File: src/rtl/line_clear_ctrl.sv
// Line-clear sequencer: scans the board bottom-up, compacts the surviving rows
// downward, zero-fills the vacated top rows and reports the cleared-line count.
//
// state | meaning
// IDLE  | waiting for start_li
// READ  | issue row read at src (only when mem_ready_li)
// EVAL  | inspect returned row: count it, keep it in place, or move it
// WRITE | write latched row to dst, held until accepted
// FILL  | zero rows dst down to 0
// DONE  | one-cycle completion pulse
module line_clear_ctrl #(
  parameter int word_width_p = 16,
  parameter int size_p = 16,
  localparam int addr_width_lp = $clog2(size_p),
  localparam int cnt_width_lp = $clog2(size_p + 1)
) (
  input  logic                     clk_li,
  input  logic                     reset_li,
  input  logic                     start_li,
  output logic                     busy_lo,
  output logic                     done_lo,
  output logic [cnt_width_lp-1:0]  lines_cleared_lo,
  input  logic                     mem_ready_li,
  output logic [addr_width_lp-1:0] rd_addr_lo,
  output logic                     rd_v_lo,
  input  logic [word_width_p-1:0]  rd_data_li,
  output logic [addr_width_lp-1:0] wr_addr_lo,
  output logic [word_width_p-1:0]  wr_data_lo,
  output logic                     wr_v_lo
);

  typedef enum logic [2:0] {
    S_IDLE, S_READ, S_EVAL, S_WRITE, S_FILL, S_DONE
  } state_e;

  // Pointers carry one extra bit so that stepping below row 0 stays representable.
  localparam logic [addr_width_lp:0] last_row_lp = (addr_width_lp + 1)'(size_p - 1);
  localparam logic [addr_width_lp:0] ptr_one_lp  = (addr_width_lp + 1)'(1);
  localparam logic [cnt_width_lp-1:0] cnt_one_lp = cnt_width_lp'(1);

  state_e                    state_q, state_d;
  logic [addr_width_lp:0]    src_q, src_d;
  logic [addr_width_lp:0]    dst_q, dst_d;
  logic [cnt_width_lp-1:0]   cnt_q, cnt_d;
  logic [word_width_p-1:0]   row_q, row_d;
  logic                      advance;

  always_ff @(posedge clk_li) begin
    if (reset_li) begin
      state_q <= S_IDLE;
      src_q   <= last_row_lp;
      dst_q   <= last_row_lp;
      cnt_q   <= '0;
      row_q   <= '0;
    end else begin
      state_q <= state_d;
      src_q   <= src_d;
      dst_q   <= dst_d;
      cnt_q   <= cnt_d;
      row_q   <= row_d;
    end
  end

  always_comb begin
    state_d    = state_q;
    src_d      = src_q;
    dst_d      = dst_q;
    cnt_d      = cnt_q;
    row_d      = row_q;
    advance    = 1'b0;
    rd_v_lo    = 1'b0;
    wr_v_lo    = 1'b0;
    wr_data_lo = '0;
    done_lo    = 1'b0;

    unique case (state_q)
      S_IDLE: begin
        if (start_li) begin
          src_d   = last_row_lp;
          dst_d   = last_row_lp;
          cnt_d   = '0;
          state_d = S_READ;
        end
      end
      S_READ: begin
        rd_v_lo = mem_ready_li;
        if (mem_ready_li) state_d = S_EVAL;
      end
      S_EVAL: begin
        row_d = rd_data_li;
        if (&rd_data_li) begin
          cnt_d   = cnt_q + cnt_one_lp;
          advance = 1'b1;
        end else if (src_q == dst_q) begin
          dst_d   = dst_q - ptr_one_lp;
          advance = 1'b1;
        end else begin
          state_d = S_WRITE;
        end
        if (advance) begin
          if (src_q == '0) begin
            state_d = (cnt_d != '0) ? S_FILL : S_DONE;
          end else begin
            src_d   = src_q - ptr_one_lp;
            state_d = S_READ;
          end
        end
      end
      S_WRITE: begin
        wr_v_lo    = 1'b1;
        wr_data_lo = row_q;
        if (mem_ready_li) begin
          dst_d = dst_q - ptr_one_lp;
          if (src_q == '0) begin
            state_d = S_FILL;
          end else begin
            src_d   = src_q - ptr_one_lp;
            state_d = S_READ;
          end
        end
      end
      S_FILL: begin
        wr_v_lo = 1'b1;
        if (mem_ready_li) begin
          dst_d = dst_q - ptr_one_lp;
          if (dst_q == '0) state_d = S_DONE;
        end
      end
      S_DONE: begin
        done_lo = 1'b1;
        state_d = S_IDLE;
      end
      default: state_d = S_IDLE;
    endcase
  end

  assign rd_addr_lo       = src_q[addr_width_lp-1:0];
  assign wr_addr_lo       = dst_q[addr_width_lp-1:0];
  assign lines_cleared_lo = cnt_q;
  assign busy_lo          = (state_q == S_READ) || (state_q == S_EVAL) ||
                            (state_q == S_WRITE) || (state_q == S_FILL);

endmodule

File: config.mk
export PLATFORM = sky130hd
export DESIGN_NAME = line_clear_ctrl
export DESIGN_NICKNAME = d
export VERILOG_FILES = /design/src/rtl/line_clear_ctrl.sv
export SDC_FILE = /design/constraint.sdc
export NUM_CORES = 1
export LEC_CHECK = 0
export CAP_MARGIN = 10
export CORE_UTILIZATION = 52
export DETAILED_ROUTE_END_ITERATION = 6
export PLACE_DENSITY = 0.89
export SETUP_SLACK_MARGIN = 0.15
export SYNTH_ARGS = -nofsm -noshare
export SYNTH_HDL_FRONTEND = slang
export SYNTH_SLANG_ARGS = --single-unit
File: constraint.sdc
create_clock -name clk_li -period 2.95 [get_ports clk_li]
set_input_delay 0.4425 -clock clk_li [delete_from_list [all_inputs] [get_ports clk_li]]
set_output_delay 0.4425 -clock clk_li [all_outputs]
set_load 0.02 [all_outputs]
# --- Yosys cells after proc, flatten, opt, wreduce, memory -nomap -nowiden ---
# Index checks and enable logic that the tools add are counted.
# Widths: inputs -> output; s select.
word_totals:
  latchBits: 0
  register_bits: 34
  inputBits: 20
  wordCells: 73
  n_memories: 0
  output_inout_bits: 33
  mem_bits_ro: 0
  mem_bits_rw: 0
classes:
  eq_ne: 17
  n_shift: 0
  reduce_logical: 16
  n_bitwise: 0
  mux: 32
  order_cmp: 0
  addsub: 3
  div: 0
  mul: 0
op_table:
  columns: ["cell", "n"]
  rows:
  - ["$mux 5", 10]
  - ["$mux 3", 10]
  - ["$pmux 5 s3", 2]
  - ["$mux 16", 1]
  - ["$ne 2x2->1 const B", 8]
  - ["$reduce_and 16->1", 1]
  - ["$pmux 3 s5", 1]
  - ["$logic_not 5->1", 2]
  - ["$pmux 5 s2", 1]
  - ["$sub 5x1->5 const B", 2]
  - ["$mux 1", 7]
  - ["$reduce_and 7->1", 1]
  - ["$eq 3x2->1 const B", 2]
  - ["$eq 3x3->1 const B", 2]
  - ["$ne 3x3->1 const B", 2]
  - ["$reduce_bool 3->1", 2]
  - ["$add 5x1->5 const B", 1]
  - ["$eq 5x5->1", 1]
  - ["$reduce_and 5->1", 1]
  - ["$reduce_bool 5->1", 1]
  - ["$reduce_and 4->1", 1]
  - ["$eq 3x1->1 const B", 1]
  - ["$logic_not 3->1", 1]
  - ["$logic_or 1x1->1", 3]
  - ["other kinds (4)", 4]

# --- Depth between registers and ports, before layout ---
# Gate-level depths: netlist of the first run.
depth:
  depth_word: 8
  ltp_mapped: 8
  ltp_nobuf: 7

# --- Worst setup path before layout of the first run ---
# OpenSTA, ideal clock, no wires.
synth_path:
  path_kind: "register to output"
  start: "register state_q[1]"
  end: "output port wr_v_lo"
  t_required_ps: 2508
  t_arrival_ps: 1451
  stages_incl_launch_ff: 5
  slack_ps: 1057
  n_path_buf: 2
  path_cell_list: "dfxtp_1 > clkbuf_1 > clkbuf_1 > inv_1 > o21ai_0"
synth_between:
  elab_chain_cells: 3
  elab_cells_between_ends: 4
  cone_classes: "eq/ne: 2; mux: 1; reduce/logical: 1"
synth_lines:
  columns: ["element", "line_no", "source"]
  rows:
  - ["start, declared", "41", "state_e state_q, state_d;"]
  - ["start signal, assigned", "56", "state_q <= state_d;"]
  - ["$eq 3x2->1 / $eq 3x3->1 (equally long branches)", "76", "unique case (state_q)"]
  - ["$reduce_or 2->1 (no line) (*)", null, null]
  - ["$mux 1 (*)", "76", null]
  - ["end, declared", "29", "output logic wr_v_lo"]
# Every way passes the cells marked *; elsewhere a longest branch is shown, timed or not.

# --- Worst setup path after layout of the first run ---
layout_path:
  start: "register state_q[0]"
  end: "output port wr_data_lo[6]"
layout_between:
  elab_chain_cells: 2
layout_lines:
  columns: ["element", "line_no", "source"]
  rows:
  - ["$eq 3x2->1", "76", null]
  - ["$mux 16", "76", null]
  - ["end, declared", "28", "output logic [word_width_p-1:0] wr_data_lo,"]
# No other way between the ends.

==> results.toml, run 1 <==
[min_path]
worst_hold_path.endpoint = "row_q[10]"
hp-class = "flop to flop"
hold_depth = 2
hold_start = "row_q[10]"

[cts]
clkTransAtPathRegs_ns = 0.08
root_buffer = "clkbuf_8"
cts_htree_levels = 2
cts_buffers = 5
cts.path.max_buffers = 2
post_cts_buffers = 0
cts_hold_buf = 0
cts_resized = 0
cts_tree = "built"
clock_latency_ns = 0.29
clock-sinks = 34

[sta]
setup_slack_ns = 0.4078
fin_crit_ns = 2.542
rsz0062_at_grt = "no"
slew_viol_final = 0
setup-tns-final_ns = 0
setup_viol = 0
finClkSkew_ns = 0.008541
fmax_mhz = 393.4
period_share_pct = 86.18
tightest_slew_ns = 0.7733
hold_viol_final = 0
maxSlewHeadroom_pct = 48.32

[route]
route.detailed.drc = 0
vias = 2107
routedWlPerCell_um = 14.66
first_pass_iters = 4
wirelength_um = 5218
ant_nets = 0
viasPerCell = 5.919
drt-initial-drc-count = 201

[place]
place_ws_ns = 0.4887
placed_cells = 348
port_buffers = 52
placed_area_um2 = 2536
hpwl_um = 3636
gp_congestion = 0.8992

[global_route]
grt_pass1_wl_um = 8790
grt_max_degree = 33
antenna_found_initial = 0
grt-ovfl-total = 0
grt_usage_pct = 26.81
first_global_vias = 1965

[finish]
drive_gt1_share_pct = 7.143
antenna-diode-count = 0
regArea_um2 = 680.7
final_nets = 332
layout.cells.non_filler = 356
multi_input_area_um2 = 1196
fillers = 311
design_area_um2 = 2631
area_growth_pct = 29.81

[critical_path]
slowest_delay_ns = 0.60
cp_data_required_time_ns = 2.51
r2r_setup_slack_ns = 0.76
cp_slowest_cell = "clkdlybuf4s50_1"
cp_cell_sequence = "nor2b_1 > buf_4 > and3_1 > clkdlybuf4s50_1"
r2r-end = "dst_q[2]"
critPathArrivalTime_ns = 2.10
r2r_start = "state_q[1]"
start_kind = "flop"
crit_type = "flop to primary output"
worstPathMaxFanout = 16
cp_top_family = "buffers and inverters"
cp_num_buf_inv = 2
reg2reg_depth = 5
cp-end-kind = "primary output"

[run_status]
status = "finished, final reports clean"

[job]
drv_cap = 0

[die]
start_util_pct = 54.95
die_width_um = 64.44
design.core.area_um2 = 3689
ios = 53
die_area_um2 = 4152
die_h_um = 64.44
fp-row-count = 22

[yosys]
syn_nets = 290
synth_area_per_cell_um2 = 7.649
syn-instance-count = 265
ys_ff_latch = 34
syn_area_um2 = 2027
ys.flop_type = "dfxtp_1"
yosysUniqueCellTypes = 46
synth_edf_count = 0
yosys_warnings = 0
async_flop_share_pct = 0
seq_area_frac_synth_pct = 33.58

[power]
power_density_nw_per_um2 = 380.3
total_power_uw = 1001
peakVddDrop_mv = 0.2315
p_leak_uw = 0.001013
per-layer routing:
layer  wire, µm  vias to the layer above  part of all wire (%)  track usage (%)
li1           -                     1032                     -                -
met1       2217                      966                    42            32.24
met2       2501                       99                    48            43.68
met3        428                       10                   8.2            8.627
met4         70                        0                   1.3            11.39
met5          0                        -                     0                0
sequential cells by signal, indices dropped and copies added (netlist names):
name / cells
dst_q: 5
lines_cleared_lo: 5
row_q: 16
src_q: 5
state_q: 3
stage by stage:
stage | util, % | hold slack, ns
2_1_floorplan | - | 0.4319
3_3_place_gp | 68.76 | 0.4369
3_5_place_dp | 68.76 | 0.4418
4_1_cts | 71.34 | 0.4520
5_1_grt | 71.34 | 0.4753
6_report | 71.34 | 0.4517
cell usage in the layout (no fill, tap or decap), types with 2 or more instances in the layout:
cell and instances:
nor2_1 16, nand4_1 8, clkbuf_8 6, xor2_1 6
a31oi_1 6, nor3_1 10, buf_4 7, o32a_1 2
a311oi_1 4, or4_1 3, ha_1 5, o21ai_0 7
a22oi_1 2, o21a_1 2, and3_1 17, clkdlybuf4s50_1 52
a211oi_1 3, xnor2_1 3, inv_1 7, nand2b_1 5
nand3_1 4, nand2_1 46, nor2b_1 2, dfxtp_1 34
a21oi_1 29
cells by family after synthesis:
kind of cell             Yosys count  synth area share, %
AO/OA/AOI/OAI                     64                20.62
XOR/XNOR                           9                3.889
adder cells (fa/ha/maj)            5                3.086
buffers and inverters             31                7.408
flip-flops                        34                33.58
multiplexers                       1               0.4938
AND/OR/NAND/NOR                  121                30.93
cell type report:
type	instances	area share [%]
repair buffers	59	21.78
well taps	48	2.282
multi-input cells	200	45.46
clock inverters	2	0.4755
inverters	7	0.9986
clock buffers	6	3.138
flip-flops and latches	34	25.87
power by group:
group	switching [µW]	leakage, µW	total, µW	internal, µW
Clock	182	0.0000472	369	188
Sequential	11.4	0.000275	480	468
Combinational	88.3	0.000690	152	63.5
Total	281	0.00101	1000	719
worst register-to-register path: stages (launching register included):
cell	delay, ns
dfxtp_1	0.50
nor2b_1	0.29
nand2_1	0.51
a31oi_4	0.40
nor3_1	0.09
o32a_1	0.29
how the worst max path moves through the flow:
stage,startpoint,end,depth (start not counted)
finish,state_q[0],wr_data_lo[6],4
CTS,state_q[0],wr_data_lo[1],4
floorplan,state_q[1],wr_v_lo,4
global placement,rd_data_li[4],dst_q[2],6
detailed placement,rd_data_li[4],dst_q[2],6
global route,state_q[0],wr_data_lo[12],4
synth_stat cells, types with 2 or more instances:
library cell | count | area (µm²)
nand4_1 | 8 | 50.05
buf_4 | 8 | 60.06
nand2_1 | 46 | 172.7
xor2_1 | 6 | 52.55
buf_2 | 2 | 10.01
ha_1 | 5 | 62.56
a22oi_1 | 2 | 15.01
nor2b_1 | 2 | 12.51
and3_1 | 17 | 106.4
a211oi_1 | 3 | 22.52
inv_1 | 7 | 26.28
a311oi_1 | 4 | 35.03
nand2b_1 | 5 | 31.28
o21ai_0 | 7 | 35.03
nor3_1 | 10 | 50.05
or4_1 | 3 | 22.52
o32a_1 | 2 | 20.02
nand3_1 | 4 | 20.02
nor2_1 | 16 | 60.06
a31oi_1 | 6 | 37.54
a21oi_1 | 29 | 145.1
clkbuf_1 | 13 | 48.80
o21a_1 | 2 | 15.01
xnor2_1 | 3 | 26.28
dfxtp_1 | 34 | 680.7
No activity file was read; power rests on OpenSTA's default activity.
==> run 2: changes to the inputs <==
--- a/config.mk
+++ b/config.mk
@@ -6,9 +6,10 @@
 export NUM_CORES = 1
 export LEC_CHECK = 0
 export CAP_MARGIN = 10
-export CORE_UTILIZATION = 52
+export CORE_UTILIZATION = 45
 export DETAILED_ROUTE_END_ITERATION = 6
-export PLACE_DENSITY = 0.89
+export HOLD_SLACK_MARGIN = 0.15
+export PLACE_DENSITY = 0.79
 export SETUP_SLACK_MARGIN = 0.15
 export SYNTH_ARGS = -nofsm -noshare
 export SYNTH_HDL_FRONTEND = slang
==> results.toml, run 2 (synthesized netlist as in run 1, its figures left out) <==
[run_status]
status = "finished, final reports clean"

[min_path]
hold_depth = 2
hold_start = "row_q[7]"
hp-class = "flop to flop"
worst_hold_path.endpoint = "row_q[7]"

[power]
power_density_nw_per_um2 = 379.3
p_leak_uw = 0.001008
peakVddDrop_mv = 0.2748

[die]
design.core.area_um2 = 4354
die_area_um2 = 4777
start_util_pct = 46.55
fp-row-count = 24
ios = 53
die_h_um = 69.12
die_width_um = 69.12

[finish]
final_common_cell = "clkdlybuf4s50_1"
antenna-diode-count = 0
drive_gt1_share_pct = 6.515
top_register = "row_q"
mostFrequentLayoutCells = "clkdlybuf4s50_1, nand2_1, dfxtp_1"
largest_register_ffs = 16
final_nets = 331
area_growth_pct = 29.51

[job]
drv_cap = 0

[sta]
period_share_pct = 87.92
fmax_mhz = 385.6
tightest_slew_ns = 0.7870
hold_viol_final = 0
slew_viol_final = 0
rsz0062_at_grt = "no"
setup-tns-final_ns = 0
finClkSkew_ns = 0.004727
timing.hold.ws_ns = 0.4507
fin_crit_ns = 2.594
maxSlewHeadroom_pct = 47.41
setup_viol = 0

[global_route]
grt_max_degree = 33
grt_pass1_wl_um = 8735
antenna_found_initial = 0
grt_usage_pct = 22.45
grt-ovfl-total = 0
first_global_vias = 1855

[critical_path]
r2r-end = "dst_q[2]"
crit_type = "flop to primary output"
critPathArrivalTime_ns = 2.15
cp_data_required_time_ns = 2.51
cp-end-kind = "primary output"
reg2reg_depth = 5
start_kind = "flop"
r2r_setup_slack_ns = 0.47
r2r_start = "state_q[1]"
worstPathMaxFanout = 23

[route]
first_pass_iters = 4
route.detailed.drc = 0
wirelength_um = 5155
vias = 2009
routedWlPerCell_um = 14.36
ant_nets = 0
viasPerCell = 5.596
drt-initial-drc-count = 115

[cts]
cts_htree_levels = 2
cts_buffers = 5
cts_hold_buf = 0
clock_latency_ns = 0.29
post_cts_buffers = 0
root_buffer = "clkbuf_8"
clock-sinks = 34
cts.path.max_buffers = 2
cts_resized = 0
clkTransAtPathRegs_ns = 0.07
cts_tree = "built"

[place]
gp_congestion = 0.8793
hpwl_um = 3579
port_buffers = 52
==> run 2: changes by cell type in the layout (fill, tap and decap cells not counted) <==
cell	change
buf_4	-1
clkinvlp_4	-1
clkbuf_1	+1
==> run 2: cell type report <==
| type | instances | area (µm²) |
|---|---|---|
| fillers | 401 | 1729 |
| clock inverters | 1 | 5.005 |
| inverters | 7 | 26.28 |
| repair buffers | 58 | 565.5 |
| flip-flops and latches | 34 | 680.7 |
| well taps | 52 | 65.06 |
| clock buffers | 7 | 86.33 |
| multi-input cells | 200 | 1196 |
==> run 2: worst max path at each step <==
| stage | start | to | slack (ns) | depth (start not counted) |
|---|---|---|---|---|
| floorplan | state_q[1] | wr_v_lo | 1.06 | 4 |
| global placement | state_q[1] | dst_q[2] | 0.52 | 5 |
| detailed placement | rd_data_li[4] | dst_q[2] | 0.48 | 6 |
| CTS | state_q[1] | busy_lo | 0.38 | 3 |
| global route | state_q[1] | busy_lo | 0.21 | 3 |
| finish | state_q[1] | busy_lo | 0.36 | 3 |
==> run 2: per-stage QoR <==
| step | worst slack [ns] | cells | total power (µW) | utilization (%) | instance area, µm² |
|---|---|---|---|---|---|
| finish | 0.3565 | 359 | 995.8 | 60.29 | 2625 |
| global route | 0.2055 | 359 | 1036 | 60.29 | 2625 |
| CTS | 0.3821 | 359 | 995.5 | 60.29 | 2625 |
| detailed placement | 0.4805 | 351 | 639.7 | 58.19 | 2534 |
| global placement | 0.5211 | 351 | 638.6 | 58.19 | 2534 |
| floorplan | 1.057 | 265 | 578.5 | - | 2027 |
==> run 2: power by group <==
| part | internal, µW | switching [µW] | total, µW | leakage (µW) |
|---|---|---|---|---|
| sequential | 468 | 13.5 | 482 | 0.000275 |
| combinational | 63.5 | 86.5 | 150 | 0.000685 |
| clock | 188 | 176 | 364 | 0.0000482 |
==> run 2: critical path, stage by stage, from the launching register on <==
cell and delay, ns:
dfxtp_1 0.77, nor2_1 0.27, xnor2_1 0.21, clkdlybuf4s50_1 0.62
==> run 2: routing by layer <==
metal	vias to the layer above	share of wire (%)	wire length, µm	GRT usage (%)
li1	1028	-	-	-
met1	922	46	2390	28.10
met2	55	47	2406	36.57
met3	4	6.0	309	7.310
met4	0	0.91	47	6.803
met5	-	0	0	0
==> variant 1: new RTL, flow settings as in run 1 <==
The parameter `size_p` goes from 16 to 8.
--- a/src/rtl/line_clear_ctrl.sv
+++ b/src/rtl/line_clear_ctrl.sv
@@ -10,7 +10,7 @@
 // DONE  | one-cycle completion pulse
 module line_clear_ctrl #(
   parameter int word_width_p = 16,
-  parameter int size_p = 16,
+  parameter int size_p = 8,
   localparam int addr_width_lp = $clog2(size_p),
   localparam int cnt_width_lp = $clog2(size_p + 1)
 ) (
Ports: changed (resized lines_cleared_lo, rd_addr_lo and wr_addr_lo); port bits go from 53 to 50. No check against the original RTL was run, so the function may have changed too.
==> variant 1 against run 1 <==
- sequential cell count down 3
- hold slack gained 0.0050 ns
- total power down 6.7%
- critical path type unchanged
- final area down 12%
- first-iteration DRC count down 48%
- largest cell class unchanged
- setup slack got worse by 0.026 ns
- area after synthesis decreased by 14%
- routed wire length down 15%
- critical endpoint is now wr_data_lo[10]
==> variant 1: results (changes against run 1) <==
metric;value;unit;change
status;finished, final reports clean;;
Crit path max-delay family;buffers and inverters;;
Clock Pin Slew Worst Setup and Hold Paths;0.10;ns;+0.02 ns
vias in the first global route;1560;;-21%
Crit path largest cell delay;0.62;ns;+0.02 ns
first-pass GRT wire length;7.02;mm;-20%
Post-Syn Nets;251;;-13%
Setup Buffers After CTS;0;;unchanged
Arr. time, crit path;2.13;ns;+0.03 ns
fin nets;293;;-12%
slowest library cell on the worst path;clkdlybuf4s50_1;;
Biggest register;row_q;;
Leak;0.000911;uW;-10%
Ys Warns;0;;unchanged
initial antenna violation count;0;;unchanged
Mapped Avg Cell Area;7.63;sq um;-0.27%
clk_lat worst skew;0.35;ns;+0.06 ns
Placed Cells;307;;-12%
routability cong.;0.877;;-2.5%
Via-to-Cell Ratio;5.72;;-3.3%
CTS resizes;0;;unchanged
1st-iter DRT viols;105;;-48%
Tot GR Track Use;26.5;%;-0.28 points
TritonCTS buffer count;5;;unchanged
pre-CTS WS;0.386;ns;-0.103 ns
final WL;4.44;mm;-15%
top cells by area, synth;dfxtp_1, nand2_1, and3_1;;
post-route design area;0.00231;sq mm;-12%
Largest register FFs;16;;unchanged
Worst Clk Skew;0.00932;ns;+0.000777 ns
relative slew slack;58.6;%;+10 points
Post-DP Area;0.00224;sq mm;-12%
wire length per cell after detailed routing;14.1;microns;-3.9%
synth cell count leaders;nand2_1, dfxtp_1, a21oi_1;;
Clock Path Buffers;2;;unchanged
Worst VDD drop;0.288;mV;+24%
Inserted Diodes;0;;unchanged
worst-path maximum fanout;20;;+4
Worst Hold Class;reg2reg;;
H-tree level count;2;;unchanged
largest net degree at the start of global routing;25;;-24%
root buffer cell;clkbuf_4;;
Distinct cells, synth;47;;+2.2%
fill count;260;;-16%
share of flip-flops with an asynchronous set or reset;0;%;unchanged
Port Buf Inserts;49;;-5.8%
sequential area share after synthesis;35.7;%;+2.1 points
share of layout cells above drive strength 1;8.12;%;+0.98 points
DP Wirelength;3.09;mm;-15%
DRT Pass-1 Iters;4;;unchanged
## variant 1: changes by cell type in the layout (fill, tap and decap cells not counted), sizes merged, moves of 4 or more
| cell | delta |
|---|---|
| nand2 | -8 |
| a31oi | -6 |
| and3 | +4 |
| nand4 | -4 |
| nor2 | -4 |
## variant 1: report_power, final
part | internal (uW) | switching [uW] | total (uW)
clock network | 139 | 161 | 301
logic | 83.8 | 100 | 184
registers | 432 | 17.2 | 449
## variant 1: cell families (layout without fill, tap and decap cells)
kind of cell	Yosys count	in the layout	synth area share, %
XOR/XNOR	7	7	3.53
AND/OR/NAND/NOR	106	106	31.9
buffers and inverters	29	72	7.77
AO/OA/AOI/OAI	51	51	18.4
flip-flops	31	31	35.7
multiplexers	1	1	0.576
adder cells (fa/ha/maj)	3	3	2.16
## variant 1: routing by layer
metal  vias up  routed length [microns]  GRT usage [%]
met5         -                        0              0
met4         0                       76           10.6
met3         8                      382           9.74
met2        73                     2100           41.4
met1       834                     1880           32.9
li1        887                        -              -
## variant 1: worst register-to-register path, stage by stage (launching register included)
cell and delay (ns):
dfxtp_1 0.38, inv_1 0.08, ha_1 0.17, or3b_2 0.51, a32o_1 0.28, o311a_1 0.21
and3_1 0.21, o21ai_0 0.13
## variant 1: path summary, 6_finish.rpt
path | start | cells after the start | end | slack [ns]
setup reg to reg | src_q[0] | 7 | src_q[2] | 0.92
hold / removal | row_q[8] | 2 | row_q[8] | 0.46
setup / recovery | state_q[0] | 4 | wr_data_lo[10] | 0.38
hold reg to reg | row_q[8] | 2 | row_q[8] | 0.46
## variant 1: final cells by class
class	count	share of cell area, %
Multi-Input combinational cell	168	42.8
Sequential cell	31	26.9
Timing Repair Buffer	56	23.5
Clock buffer	7	2.82
Tap cell	44	2.38
Inverter	8	1.30
Clock inverter	1	0.325
==> variant 2: new RTL, settings of run 1 <==
Made on the original files. Register the output `lines_cleared_lo` once more, with the module's reset; this adds one clock of latency there. The other outputs are not delayed to match.
--- a/src/rtl/line_clear_ctrl.sv
+++ b/src/rtl/line_clear_ctrl.sv
@@ -136,7 +136,13 @@
 
   assign rd_addr_lo       = src_q[addr_width_lp-1:0];
   assign wr_addr_lo       = dst_q[addr_width_lp-1:0];
-  assign lines_cleared_lo = cnt_q;
+  always_ff @(posedge clk_li) begin
+    if (reset_li) begin
+      lines_cleared_lo <= '0;
+    end else begin
+      lines_cleared_lo <= cnt_q;
+    end
+  end
   assign busy_lo          = (state_q == S_READ) || (state_q == S_EVAL) ||
                             (state_q == S_WRITE) || (state_q == S_FILL);
 
Behaviour: not the same (a bounded check fails within 4 cycles, from zero or initial values and one cycle with reset_li high).
==> variant 2 against run 1 <==
- sequential power up 17%
- final area grew 6.7%
- final cell count rose by 4.5%
- area after synthesis up 7.0%
- setup slack lost 0.10 ns
- routed wire length up 10%
- maximum frequency fell by 3.9%
- total power grew 27%
- sequential cell count grew 5
- global-route usage rose by 0.78 points
- critical path depth grew 1
- non-clock buffer count decreased by 1
==> variant 2: results (changes against run 1) <==
metric;value;unit;change
CTS resizes;0;;unchanged
Setup Buffers After CTS;0;;unchanged
share of layout cells above drive strength 1;6.21;%;-0.93 points
first-pass GRT wire length;9.16;mm;+4.2%
reg2reg end;src_q[1];;
Most used DFF post-synth;dfxtp_1;;
Via-to-Cell Ratio;5.90;;-0.39%
Ys Warns;0;;unchanged
largest net degree at the start of global routing;23;;-30%
slack of the critical path;0.305;ns;-0.103 ns
top cells by area, synth;dfxtp_1, nand2_1, a21oi_1;;
Worst R2R Path Depth;7;;+2
DRT Pass-1 Iters;4;;unchanged
Worst Clk Skew;0.00881;ns;+0.000268 ns
1st-iter DRT viols;222;;+10%
Clock Pin Slew Worst Setup and Hold Paths;0.08;ns;about the same
Tot GR Track Use;27.6;%;+0.78 points
vias in the first global route;1993;;+1.4%
Hold Path Depth;2;;unchanged
worst-path maximum fanout;16;;unchanged
relative slew slack;45.3;%;-3.0 points
initial antenna violation count;0;;unchanged
H-tree level count;2;;unchanged
Largest register FFs;16;;unchanged
status;finished, final reports clean;;
Clock Path Buffers;2;;unchanged
Worst Setup EP;wr_data_lo[5];;
Worst Hold Path EP;row_q[11];;
root buffer cell;clkbuf_8;;
worst hold path startpoint;row_q[11];;
routability cong.;0.900;;about the same
Post-Syn Nets;304;;+4.8%
post-synthesis xor/xnor area fraction;3.23;%;-0.66 points
Port Buf Inserts;52;;unchanged
clk_lat worst skew;0.30;ns;
fin nets;346;;+4.2%
Biggest register;row_q;;
share of flip-flops with an asynchronous set or reset;0;%;unchanged
Worst Hold Class;reg2reg;;
mux cell area share after synthesis;0.462;%;-0.032 points
Leak;0.00105;uW;+3.9%
sequential area share after synthesis;36.0;%;+2.4 points
Distinct cells, synth;51;;+11%
adder-cell area share of the yosys netlist;2.89;%;-0.20 points
Inserted Diodes;0;;unchanged
pre-CTS WS;0.382;ns;-0.106 ns
Worst setup startpoint;state_q[0];;
r2r setup slk;0.66;ns;-0.10 ns
Arr. time, crit path;2.20;ns;+0.10 ns
RR Startpoint;src_q[0];;
DP Wirelength;3.79;mm;+4.2%
compound-cell area share of the yosys netlist;20.3;%;-0.31 points
Post-DP Area;0.00267;sq mm;+5.4%
synth cell count leaders;nand2_1, dfxtp_1, a21oi_1;;
TritonCTS buffer count;5;;unchanged
wire length per cell after detailed routing;15.4;microns;+5.3%
Worst VDD drop;0.280;mV;+21%
## variant 2: through the flow
stage	cells	hold WS (ns)	util, %
after global routing	372	0.471	70.2
after floorplan	279	0.432	-
after detailed placement	364	0.442	66.8
after CTS	372	0.455	70.1
final	372	0.452	70.2
after global placement	364	0.437	66.8
## variant 2: layout make-up
cell class,count,area [sq um]
multi-input cells,210,1240
fillers,330,1190
flip-flops and latches,39,782
repair buffers,58,566
clock buffers,6,72.6
well taps,50,62.6
clock inverters,2,60.1
inverters,7,26.3
## variant 2: per-layer routing
metal	up-vias	track usage, %	wire [microns]
met3	20	9.08	425
met5	-	0	0
met1	1005	33.2	2390
met4	0	14.1	195
met2	107	43.3	2730
li1	1061	-	-
## variant 2: critical path, stage by stage, from the launching register on
cell and delay (ns):
dfxtp_1 0.54, inv_1 0.22, nor2_1 0.15, buf_4 0.20
and2_1 0.18, clkdlybuf4s50_1 0.61
## variant 2: power breakdown
group          internal [uW]  switching, uW
clock                    338            200
combinational           72.5            101
sequential               541           18.2
total                    952            319
